### src/rtl/uart_pkg.sv
// Shared definitions for the UART receive frame sequencer.
package uart_pkg;

  typedef enum logic [2:0] {
    IDLE   = 3'd0,
    START  = 3'd1,
    DATA   = 3'd2,
    PARITY = 3'd3,
    STOP   = 3'd4
  } rx_state_e;

  localparam int MIN_PRESCALE  = 8;
  localparam int SAMPLE_OFFSET = 2;

endpackage

### src/rtl/uart_rx_edge_bit_counter.sv
// Oversampling edge counter and data-bit counter; latches the effective
// prescale at frame start and reports wrap/compare flags to the sequencer.
module uart_rx_edge_bit_counter
  import uart_pkg::*;
#(
  parameter int DATA_WIDTH = 8,
  parameter int PRESCALE_W = 6,
  parameter int IDX_W      = 3
) (
  input  logic                  clk_i,
  input  logic                  rst_i,
  input  logic                  load_i,
  input  logic                  run_i,
  input  logic                  bit_clr_i,
  input  logic                  bit_inc_i,
  input  logic [PRESCALE_W-1:0] prescale_i,
  output logic [PRESCALE_W-1:0] edge_d_o,
  output logic [PRESCALE_W-1:0] mid_d_o,
  output logic [IDX_W-1:0]      bit_d_o,
  output logic                  edge_last_o,
  output logic                  edge_res_o,
  output logic                  bit_last_o
);

  logic [PRESCALE_W-1:0] edge_q, edge_d;
  logic [PRESCALE_W-1:0] per_q, per_d, per_in_s, mid_s;
  logic [IDX_W-1:0]      bit_q, bit_d;

  // Effective prescale: even, never below the minimum oversampling ratio.
  always_comb begin
    per_in_s = prescale_i & ~PRESCALE_W'(1);
    if (per_in_s < PRESCALE_W'(MIN_PRESCALE)) begin
      per_in_s = PRESCALE_W'(MIN_PRESCALE);
    end else begin
      per_in_s = per_in_s;
    end
    per_d       = load_i ? per_in_s : per_q;
    mid_s       = per_q >> 1;
    edge_last_o = (edge_q == per_q - PRESCALE_W'(1));
    edge_res_o  = (edge_q == mid_s + PRESCALE_W'(SAMPLE_OFFSET));
    bit_last_o  = (bit_q == IDX_W'(DATA_WIDTH - 1));
    if (!run_i || load_i || edge_last_o) begin
      edge_d = '0;
    end else begin
      edge_d = edge_q + PRESCALE_W'(1);
    end
    if (bit_clr_i) begin
      bit_d = '0;
    end else if (bit_inc_i) begin
      bit_d = bit_q + IDX_W'(1);
    end else begin
      bit_d = bit_q;
    end
  end

  assign edge_d_o = edge_d;
  assign mid_d_o  = per_d >> 1;
  assign bit_d_o  = bit_d;

  // Counter and latched-prescale state.
  always_ff @(posedge clk_i) begin
    if (rst_i) begin
      edge_q <= '0;
      bit_q  <= '0;
      per_q  <= PRESCALE_W'(MIN_PRESCALE);
    end else begin
      edge_q <= edge_d;
      bit_q  <= bit_d;
      per_q  <= per_d;
    end
  end

endmodule

### src/rtl/uart_rx_fsm.sv
// UART receive frame sequencer: start detection, per-bit strobes to the
// sampler/deserializer/checkers, and one result pulse per frame.
module uart_rx_fsm
  import uart_pkg::*;
#(
  parameter int DATA_WIDTH = 8,
  parameter int PRESCALE_W = 6
) (
  input  logic                          CLK,
  input  logic                          RST,
  input  logic                          RX_IN,
  input  logic [PRESCALE_W-1:0]         PRESCALE,
  input  logic                          PAR_EN,
  input  logic                          STRT_GLITCH,
  input  logic                          PAR_ERR,
  input  logic                          STP_ERR,
  output logic                          SAMPLE_EN,
  output logic                          STRT_CHK_EN,
  output logic                          DESER_EN,
  output logic [$clog2(DATA_WIDTH)-1:0] BIT_IDX,
  output logic                          PAR_CHK_EN,
  output logic                          STP_CHK_EN,
  output logic                          ERR_RST,
  output logic                          BUSY,
  output logic                          DATA_VALID,
  output logic                          FRAME_ERR
);

  localparam int IDX_W = $clog2(DATA_WIDTH);

  rx_state_e             state_q, state_d;
  logic                  par_en_q, res_win_q, res_win_d;
  logic                  sample_en_q, strt_chk_en_q, deser_en_q, par_chk_en_q;
  logic                  stp_chk_en_q, err_rst_q, busy_q;
  logic [IDX_W-1:0]      bit_idx_q;
  logic                  load_s, bit_clr_s, bit_inc_s, in_frame_s, win_s, chk_s, err_s;
  logic [PRESCALE_W-1:0] edge_d_s, mid_d_s;
  logic [IDX_W-1:0]      bit_d_s;
  logic                  edge_last_s, edge_res_s, bit_last_s;

  uart_rx_edge_bit_counter #(
    .DATA_WIDTH (DATA_WIDTH),
    .PRESCALE_W (PRESCALE_W),
    .IDX_W      (IDX_W)
  ) u_cnt (
    .clk_i       (CLK),
    .rst_i       (RST),
    .load_i      (load_s),
    .run_i       (in_frame_s),
    .bit_clr_i   (bit_clr_s),
    .bit_inc_i   (bit_inc_s),
    .prescale_i  (PRESCALE),
    .edge_d_o    (edge_d_s),
    .mid_d_o     (mid_d_s),
    .bit_d_o     (bit_d_s),
    .edge_last_o (edge_last_s),
    .edge_res_o  (edge_res_s),
    .bit_last_o  (bit_last_s)
  );

  // Next-state logic; STOP exits one cycle early so the result cycle is
  // already IDLE and can catch an immediately following start bit.
  always_comb begin
    state_d   = state_q;
    load_s    = 1'b0;
    bit_clr_s = 1'b0;
    bit_inc_s = 1'b0;
    res_win_d = 1'b0;
    case (state_q)
      IDLE: begin
        if (!RX_IN) begin
          state_d = START;
          load_s  = 1'b1;
        end else begin
          state_d = IDLE;
        end
      end
      START: begin
        if (edge_last_s) begin
          state_d   = STRT_GLITCH ? IDLE : DATA;
          bit_clr_s = ~STRT_GLITCH;
        end else begin
          state_d = START;
        end
      end
      DATA: begin
        if (edge_last_s && bit_last_s) begin
          state_d = par_en_q ? PARITY : STOP;
        end else begin
          bit_inc_s = edge_last_s;
        end
      end
      PARITY: begin
        state_d = edge_last_s ? STOP : PARITY;
      end
      STOP: begin
        if (edge_res_s) begin
          state_d   = IDLE;
          res_win_d = 1'b1;
        end else begin
          state_d = STOP;
        end
      end
      default: state_d = IDLE;
    endcase
    in_frame_s = (state_d != IDLE);
    win_s      = (edge_d_s >= mid_d_s - PRESCALE_W'(1)) && (edge_d_s <= mid_d_s + PRESCALE_W'(1));
    chk_s      = in_frame_s && (edge_d_s == mid_d_s + PRESCALE_W'(SAMPLE_OFFSET));
    err_s      = STP_ERR | (par_en_q & PAR_ERR);
  end

  // State register and strobes decoded from the upcoming state/edge count.
  always_ff @(posedge CLK) begin
    if (RST) begin
      state_q       <= IDLE;
      par_en_q      <= 1'b0;
      sample_en_q   <= 1'b0;
      strt_chk_en_q <= 1'b0;
      deser_en_q    <= 1'b0;
      bit_idx_q     <= '0;
      par_chk_en_q  <= 1'b0;
      stp_chk_en_q  <= 1'b0;
      err_rst_q     <= 1'b1;
      busy_q        <= 1'b0;
      res_win_q     <= 1'b0;
    end else begin
      state_q       <= state_d;
      par_en_q      <= load_s ? PAR_EN : par_en_q;
      sample_en_q   <= in_frame_s && win_s;
      strt_chk_en_q <= chk_s && (state_d == START);
      deser_en_q    <= chk_s && (state_d == DATA);
      bit_idx_q     <= (chk_s && (state_d == DATA)) ? bit_d_s : '0;
      par_chk_en_q  <= chk_s && (state_d == PARITY);
      stp_chk_en_q  <= chk_s && (state_d == STOP);
      err_rst_q     <= ~load_s;
      busy_q        <= in_frame_s;
      res_win_q     <= res_win_d;
    end
  end

  assign SAMPLE_EN   = sample_en_q;
  assign STRT_CHK_EN = strt_chk_en_q;
  assign DESER_EN    = deser_en_q;
  assign BIT_IDX     = bit_idx_q;
  assign PAR_CHK_EN  = par_chk_en_q;
  assign STP_CHK_EN  = stp_chk_en_q;
  assign ERR_RST     = err_rst_q;
  assign BUSY        = busy_q;
  // Checker flags are registered, so the result qualifies them directly.
  assign DATA_VALID  = res_win_q & ~err_s;
  assign FRAME_ERR   = res_win_q & err_s;

endmodule

### config.mk
export PLATFORM = sky130hd
export DESIGN_NAME = uart_rx_fsm
export DESIGN_NICKNAME = d
export VERILOG_FILES = /design/src/rtl/uart_pkg.sv /design/src/rtl/uart_rx_edge_bit_counter.sv /design/src/rtl/uart_rx_fsm.sv
export SDC_FILE = /design/constraint.sdc
export NUM_CORES = 1
export LEC_CHECK = 0
export ABC_AREA = 1
export CAP_MARGIN = 20
export CORE_UTILIZATION = 38
export DETAILED_ROUTE_END_ITERATION = 10
export PLACE_DENSITY = 0.65
export SYNTH_ARGS = -nofsm -noshare
export SYNTH_HDL_FRONTEND = slang
export SYNTH_SLANG_ARGS = --single-unit
export TNS_END_PERCENT = 1
### constraint.sdc
create_clock -name CLK -period 7.28 [get_ports CLK]
set_input_delay 1.456 -clock CLK [delete_from_list [all_inputs] [get_ports CLK]]
set_output_delay 1.456 -clock CLK [all_outputs]
set_load 0.05 [all_outputs]
==> metrics.md <==
| Metric | Value |
|---|---|
| Vias in the first global route | 2005 |
| Worst Path Arrival | 2.97 ns |
| Sw Share | 0.311 |
| Post-synth top area share | 0.265 |
| Commonest non-fill, non-tap cell in the layout | nand2_1 |
| First-pass GRT wire length | 8490 um |
| Lkg Pwr | 1.30 nW |
| Flop pwr share | 0.359 |
| Clock Skew | 0.00914 ns |
| Mapped Nets | 363 |
| Max cap viols | 0 |
| Total gr overflow | 0 |
| CORE AREA | 5540 um^2 |
| Synth Instances | 329 |
| DRT met1 WL | 2400 um |
| Post-synthesis average cell area | 6.67 um^2 |
| Actual slew at the worst max-slew pin | 0.677 ns |
| Commonest non-fill, non-tap cells in the layout | 89 x nand2_1, 47 x nor2_1, 40 x inv_1 |
| Final WL | 4760 um |
| Port Buffers | 23 |
| Register area share after synthesis | 0.265 |
| Ys Warns | 0 |
| PD cells | 181 nW/um^2 |
| Wirelength per Cell | 11.1 um |
| Critical Path End Type | primary output |
| Worst-Skew Late Latency | 0.28 ns |
| Startpoint Class | input pin |
| Die Wd | 78.0 um |
| DR DRC count | 0 |
| Comb power frac | 0.281 |
| Crit Path Max Fanout | 2 |
| RSZ-0062 raised after global routing | false |
| Hold Vio Cnt, Final | 0 |
| Total CTS buffers | 5 |
| Final-report max-slew violation count | 0 |
| I/O pin count | 25 |
| Gr usage total | 0.177 |
| Starting density of the core | 0.396 |
| Post-DRT Antenna Nets | 0 |
| Hpwl dp | 3900 um |
| Initial antenna violation count | 0 |
| Status | finished clean |
| Final min period | 4.42 ns |
| Clock buffer depth | 2 |
| NumNets Final | 391 |
| CTS tree | yes |
| H-tree depth | 2 |
| CTS Root Cell | clkbuf_8 |
| Top post-synthesis cells by area | dfxtp_1 26%, nand2_1 15%, ha_1 12% |
| Number of core rows | 27 |
| Synth cell types | 34 |
| Met2 wire length | 2150 um |
| GP Congestion | 0.798 |
| Resize count post-CTS | 0 |
| Flip-flop and latch count after synthesis | 29 |
| Tcrit/Tclk final | 0.607 |
| Clock Pin Slew Worst Setup and Hold Paths | 0.07 ns |
| Clock Power Share | 0.360 |
| TritonCTS Sinks | 29 |
| Slew headroom | 0.547 |
| Internal | 0.326 mW |
| NetSw | 0.147 mW |
| DRT iter0 DRCs | 68 |
| Vias per inst | 4.70 |
| Layout area overhead | 19.6% |
| FF/Latch Area | 581 um^2 |
| Final Util | 0.474 |
| Die area | 6080 um^2 |
| Worst VDD drop | 0.0000827 V |
| Area of the multi-input gates | 1420 um^2 |
| Share of cells above drive strength 1 | 0.117 |
| Highest clock rate | 226 MHz |
| Leading area contributor after synthesis | dfxtp_1 |
| Largest net degree at the start of global routing | 19 |
| # fillers | 582 |
| Postcts setup bufs | 0 |
| Mapped Area | 2190 um^2 |
| Worst Path Required | 5.82 ns |
| DR vias | 2020 |
| CTS Hold Bufs | 0 |
| Critical path type | in -> out |
| Drt pass-1 iters | 4 |
| Met3 WL | 125 um |
| Ant. Diodes | 0 |
| Setup TNS Final | 0 ns |
| Min-Delay Path Class | reg -> reg |
| Die Ht | 78.0 um |
| DR top layer | met4 |
| Setup violations, final | 0 |
[Yosys cell counts]
cell      instances
ha_1             21
a21oi_2           1
or2_1             2
o21ai_1           5
nor2_4            2
nand4_4           1
a21oi_1           8
dfxtp_1          29
a21boi_0          1
inv_2            11
clkbuf_1          2
o21ai_0           5
nor3_4            1
a21o_1            1
nand4_1           3
o21ai_4           1
nand3b_1          2
o21ai_2           2
o21a_1            5
o21bai_1          2
nor2_2            7
or2_2             2
nor3_1            3
xor2_2            1
xnor2_1           4
xor2_1            7
nor4_1            1
nand3_4           1
inv_1            40
nand3_1          17
nand2_2           2
nand2_1          89
nand3_2           3
nor2_1           47
[path summary, 6_finish.rpt]
check	slack (ns)	startpoint	cells after the start	to
hold reg to reg	0.54	state_q[2]	2	res_win_q
setup / recovery	2.86	PAR_ERR	5	DATA_VALID
hold / removal	0.54	state_q[2]	2	res_win_q
setup reg to reg	3.62	u_cnt.per_q[2]	22	SAMPLE_EN
[per-stage QoR]
stage	power (mW)	instances	worst slack (ns)	area [um^2]	hold slack (ns)
global placement	0.304	422	2.64	2510	0.522
detailed placement	0.306	422	2.59	2510	0.529
global route	0.504	430	2.65	2620	0.576
floorplan	0.276	329	3.40	2190	0.477
CTS	0.477	430	2.84	2620	0.543
finish	0.474	430	2.86	2620	0.541
[state kept, by name (all words and copies together) (netlist names), 3 cells and up]
signal        flops
state_q           3
u_cnt.per_q       5
u_cnt.edge_q      6
u_cnt.bit_q       3
BIT_IDX           3
[area by class of cell]
class | count | area share
tap | 72 | 0.0343
clock inverter | 1 | 0.0114
timing repair buffer | 23 | 0.0877
sequential | 29 | 0.221
inverter | 51 | 0.0730
multi-input combinational | 247 | 0.539
clock buffer | 7 | 0.0329
[power groups by stage]
stage               combinational [mW]  sequential (mW)  clock, mW
global route                     0.153            0.171      0.181
global placement                 0.131            0.173          0
detailed placement               0.133            0.173          0
CTS                              0.134            0.170      0.174
floorplan                       0.0995            0.176          0
finish                           0.133            0.170      0.170
[per-layer routing]
layer / vias to the layer above / global-route usage
li1: 1082 / -
met1: 901 / 0.227
met2: 27 / 0.299
met3: 10 / 0.0235
met4: 0 / 0.0685
met5: - / 0
[worst max-delay path: stages]
cell	delay, ns
clkdlybuf4s50_1	0.40
a21oi_1	0.18
inv_1	0.05
nor2_1	0.08
clkdlybuf4s50_1	0.80
[kinds of logic after synthesis]
| group | synth area share |
|---|---|
| AO/OA/AOI/OAI | 0.0912 |
| XOR/XNOR | 0.0513 |
| adder cells (fa/ha/maj) | 0.120 |
| buffers and inverters | 0.0906 |
| flip-flops | 0.265 |
| AND/OR/NAND/NOR | 0.383 |
No activity file was read; power rests on OpenSTA's default activity.
